File: src/rtl/cmp_pkg.sv
// Shared result codes, FSM encoding and helpers for the sequential magnitude comparator.
package cmp_pkg;
    localparam logic [2:0] CMP_GT = 3'b100;
    localparam logic [2:0] CMP_EQ = 3'b010;
    localparam logic [2:0] CMP_LT = 3'b001;

    typedef enum logic {IDLE, RUN} state_t;

    function automatic logic is_onehot3(input logic [2:0] code);
        return (code == CMP_GT) || (code == CMP_EQ) || (code == CMP_LT);
    endfunction
endpackage

File: src/rtl/data_compare_slice.sv
// Combinational unsigned magnitude compare of one SLICE-bit slice.
module data_compare_slice #(
    parameter int SLICE = 4
) (
    input  logic [SLICE-1:0] sliceA,
    input  logic [SLICE-1:0] sliceB,
    output logic             gt,
    output logic             eq,
    output logic             lt
);
    assign gt = sliceA >  sliceB;
    assign eq = sliceA == sliceB;
    assign lt = sliceA <  sliceB;
endmodule

File: src/rtl/seq_data_compare.sv
// Multi-cycle wide comparator: walks SLICE-bit slices MSB first, stops at the first
// difference, and falls back to a cascade code when all slices match.
module seq_data_compare
    import cmp_pkg::*;
#(
    parameter int WIDTH = 16,
    parameter int SLICE = 4
) (
    input  logic             iClk,
    input  logic             iRst_n,
    input  logic             iStart,
    input  logic             iSigned,
    input  logic [WIDTH-1:0] iData_a,
    input  logic [WIDTH-1:0] iData_b,
    input  logic [2:0]       iData,
    output logic [2:0]       oData,
    output logic             oBusy,
    output logic             oDone
);
    localparam int NSLICE = WIDTH / SLICE;
    localparam int IDXW   = (NSLICE > 1) ? $clog2(NSLICE) : 1;
    localparam logic [IDXW-1:0] IDX_TOP = IDXW'(NSLICE - 1);

    if ((SLICE < 1) || (WIDTH % SLICE != 0)) begin : gBadWidth
        $error("seq_data_compare: WIDTH must be a non-zero multiple of SLICE");
    end

    state_t           state;
    logic [IDXW-1:0]  idx;
    logic [WIDTH-1:0] regA, regB;
    logic             regSigned;
    logic [2:0]       regCas;
    logic [SLICE-1:0] sliceA, sliceB;
    logic             sGt, sEq, sLt;

    // Flipping the sign bit on the top slice maps two's-complement order onto unsigned order.
    always_comb begin
        sliceA = SLICE'(regA >> (int'(idx) * SLICE));
        sliceB = SLICE'(regB >> (int'(idx) * SLICE));
        if (regSigned && (idx == IDX_TOP)) begin
            sliceA[SLICE-1] = ~sliceA[SLICE-1];
            sliceB[SLICE-1] = ~sliceB[SLICE-1];
        end
    end

    data_compare_slice #(.SLICE(SLICE)) uSlice (
        .sliceA (sliceA),
        .sliceB (sliceB),
        .gt     (sGt),
        .eq     (sEq),
        .lt     (sLt)
    );

    always_ff @(posedge iClk or negedge iRst_n) begin
        if (!iRst_n) begin
            state     <= IDLE;
            idx       <= IDX_TOP;
            regA      <= '0;
            regB      <= '0;
            regSigned <= 1'b0;
            regCas    <= 3'b000;
            oData     <= 3'b000;
            oBusy     <= 1'b0;
            oDone     <= 1'b0;
        end else begin
            oDone <= 1'b0;
            case (state)
                IDLE: begin
                    if (iStart) begin
                        regA      <= iData_a;
                        regB      <= iData_b;
                        regSigned <= iSigned;
                        regCas    <= iData;
                        idx       <= IDX_TOP;
                        state     <= RUN;
                        oBusy     <= 1'b1;
                    end
                end
                RUN: begin
                    if (!sEq) begin
                        oData <= sGt ? CMP_GT : CMP_LT;
                        oDone <= 1'b1;
                        oBusy <= 1'b0;
                        state <= IDLE;
                    end else if (idx == '0) begin
                        oData <= is_onehot3(regCas) ? regCas : CMP_EQ;
                        oDone <= 1'b1;
                        oBusy <= 1'b0;
                        state <= IDLE;
                    end else begin
                        idx <= idx - 1'b1;
                    end
                end
                default: state <= IDLE;
            endcase
        end
    end

    logic unusedLt;
    assign unusedLt = sLt;
endmodule

File: config.mk
export PLATFORM = sky130hd
export DESIGN_NAME = seq_data_compare
export DESIGN_NICKNAME = d
export VERILOG_FILES = /design/src/rtl/cmp_pkg.sv /design/src/rtl/data_compare_slice.sv /design/src/rtl/seq_data_compare.sv
export SDC_FILE = /design/constraint.sdc
export NUM_CORES = 1
export LEC_CHECK = 0
export BUFFER_PORTS_ARGS = -buffer_cell sky130_fd_sc_hd__buf_2
export CAP_MARGIN = 25
export CORE_MARGIN = 8
export CORE_UTILIZATION = 50
export DETAILED_ROUTE_END_ITERATION = 10
export PLACE_DENSITY = 0.74
export SYNTH_ARGS = -nofsm -noshare
export SYNTH_HDL_FRONTEND = slang
export SYNTH_SLANG_ARGS = --single-unit
File: constraint.sdc
create_clock -name iClk -period 2.9 [get_ports iClk]
set_clock_uncertainty 0.2 [all_clocks]
set_input_delay 0.58 -clock iClk [delete_from_list [all_inputs] [get_ports iClk]]
set_output_delay 0.58 -clock iClk [all_outputs]
set_load 0.02 [all_outputs]
==> impl_metrics.ini <==
[power_and_ir_drop]
power_density_nw_per_um2 = 973
ir_drop_uv = 432
leakagePower_nw = 1.19

[sta]
relSlewSlack_pct = 67.2
fin_hold_ws_ns = 0.286
grt_setup_unrepaired = yes
setup_violations = 0
hold_violations = 0
final-max-slew-violation-count = 0
fmax_ghz = 0.368
post-route-period-util_pct = 93.8
period_minus_slack_ns = 2.72
worst_slew_pin_slew_ns = 0.491

[detailed_routing]
route.detailed.drc = 0
wl_per_cell_um = 16.5
drt-total-wl_mm = 3.86
drtIter0Drc = 57
dr.pass1.iters = 4
ant_nets = 0
route.vias.total = 1253
routed_via_density = 5.38

[worst_setup_path]
reg2reg_depth = 6
rr_startpoint = idx[0]
cp-start-kind = register
critical_path_required_ns = 2.88
path_buf_inv = 0
path_class = register to register
critPathArrivalTime_ns = 2.70
critPathMaxStageDelay_ns = 0.71
crit_start = idx[0]
cpMaxStageDelayCell = dfstp_4
cp_max_fo = 10
crit_path_cell_trace = mux4_2 -> xnor2_1 -> ha_1 -> nand4_2 -> o21ai_2 -> o41ai_1
cp_top_family = flip-flops
crit_cells = 6
endpoint_kind = register

[logic_synthesis]
syn_area_sq_um = 2100
synth_edf_count = 0
yosysTopAreaCellShare_pct = 50.1
synth_adder_area_share_pct = 3.58
synth_xor_area_share_pct = 1.25
ys_types = 28
synth_area_leader_cell = dfrtp_1
synthArstFlopShare_pct = 100
synth-main-ff-cell = dfrtp_1
ys_ff_latch = 44
synthSimpleGateAreaFrac_pct = 3.75
synthMuxAreaShare_pct = 31.4
synth_top_family_by_area = multiplexers
yosys-top-cells-area = dfrtp_1, mux2_2, mux4_1
yosys_warnings = 0
syn_inst = 135
yosysSeqAreaShare_pct = 52.6
synth_fp_nets = 180
postSynthAreaPerCell_sq_um = 15.6
synth_compound_area_share_pct = 4.05

[global_routing]
grt_overflow = 0
antenna_found_initial = 0
grt_usage_pct = 12.8
grt_max_degree = 45
grt_pass1_wl_mm = 6.41
grt_pass1_vias = 1357

[worst_hold_path]
worstHoldStart = oBusy
min_path_type = register to register
hold_depth = 1

[clocking]
cts_root_buf = clkbuf_8
cts_buffer_depth = 2
cts_setup_buffers = 0
cts_max_level = 2
clock_latency_ns = 0.30
cts_tree = yes
cts_inserted_buffers = 5
clock-sinks = 44
clkTransAtPathRegs_ns = 0.08

[run]
timing.max_cap.violations = 0

[place]
placed_area_sq_um = 2350
dp_hpwl_mm = 2.90
io_buffer_count = 43
place.gp.congestion = 0.738

[die]
start_util_pct = 52.1
die_area_sq_um = 6530
core_area_sq_um = 4030
die_h_um = 80.8
io_pins = 44
placementRows = 23
fp.dieW_um = 80.8

[final_layout]
final_common_cell = buf_2
syn_to_final_growth_pct = 17.6
final_cell_mix = buf_2, dfrtp_1, mux2_2
drive_above_1_share_pct = 52.5
n_antenna_cell = 0
final_cell_area_sq_um = 2470
nNetsFinal = 227

[run_status]
outcome = finished clean
[cell families after synthesis]
kind of cell / count (synthesis)
multiplexers: 46
flip-flops: 44
AND/OR/NAND/NOR: 15
buffers and inverters: 12
AO/OA/AOI/OAI: 9
adder cells (fa/ha/maj): 6
XOR/XNOR: 3
[state kept, by name, summed over array words and instances, names as in the netlist]
signal,flops
regCas,3
regSigned,1
oBusy,1
idx,2
regA,16
oData,3
regB,16
state,1
oDone,1
[power by group]
| part | leakage (nW) | internal, mW | switching (mW) | total, mW |
|---|---|---|---|---|
| combinational | 0.633 | 0.569 | 0.439 | 1.01 |
| sequential | 0.515 | 0.871 | 0.156 | 1.03 |
| clock | 0.0422 | 0.169 | 0.197 | 0.366 |
| total | 1.19 | 1.61 | 0.792 | 2.40 |
[worst paths after layout]
| check | slack, ns | to |
|---|---|---|
| worst max register to register | 0.18 | oData[2] |
| worst max-delay path | 0.18 | oData[2] |
| worst min register to register | 0.29 | oBusy |
| max in group asynchronous | 1.64 | idx[1] |
| min in group asynchronous | 0.40 | oDone |
| worst min-delay path | 0.29 | oBusy |
[synth_stat cells (2+ instances only)]
cell	instances
nand2_1	5
mux4_2	2
dfstp_2	2
mux2_2	29
buf_6	3
ha_1	6
nor2_1	5
a21o_1	2
inv_1	6
xnor2_1	2
mux2_4	8
dfrtp_1	42
mux4_1	6
buf_2	3
[per-stage QoR]
step	total power [mW]	utilization, %	TNS (ns)	setup slack (ns)	std cells
floorplan	1.81	-	0	0.392	135
global placement	1.99	58.4	0	0.215	223
detailed placement	2.05	58.4	0	0.193	223
CTS	2.42	60.4	0	0.151	231
global route	2.56	61.3	-0.00639	-0.00639	233
finish	2.40	61.3	0	0.180	233
[cell type report]
| class | count | area, sq um |
|---|---|---|
| tap | 50 | 62.6 |
| clock buffer | 7 | 76.3 |
| multi-input combinational | 79 | 930 |
| inverter | 6 | 22.5 |
| fill | 345 | 1560 |
| clock inverter | 1 | 5.00 |
| timing repair buffer | 46 | 265 |
| sequential | 44 | 1110 |
[per-layer routing]
layer	vias up	GRT usage [%]	routed length, um
met5	-	0	0
met4	0	6.61	89
met3	9	5.63	266
met2	36	19.2	1920
met1	622	15.4	1580
li1	586	-	-
[what timing repair did]
item	in CTS	in global routing
resized for setup	0	1
hold endpoints to repair	0	1
endpoints found under the setup margin	0	2
hold buffers	0	1
(Power assumes the default switching activity.)
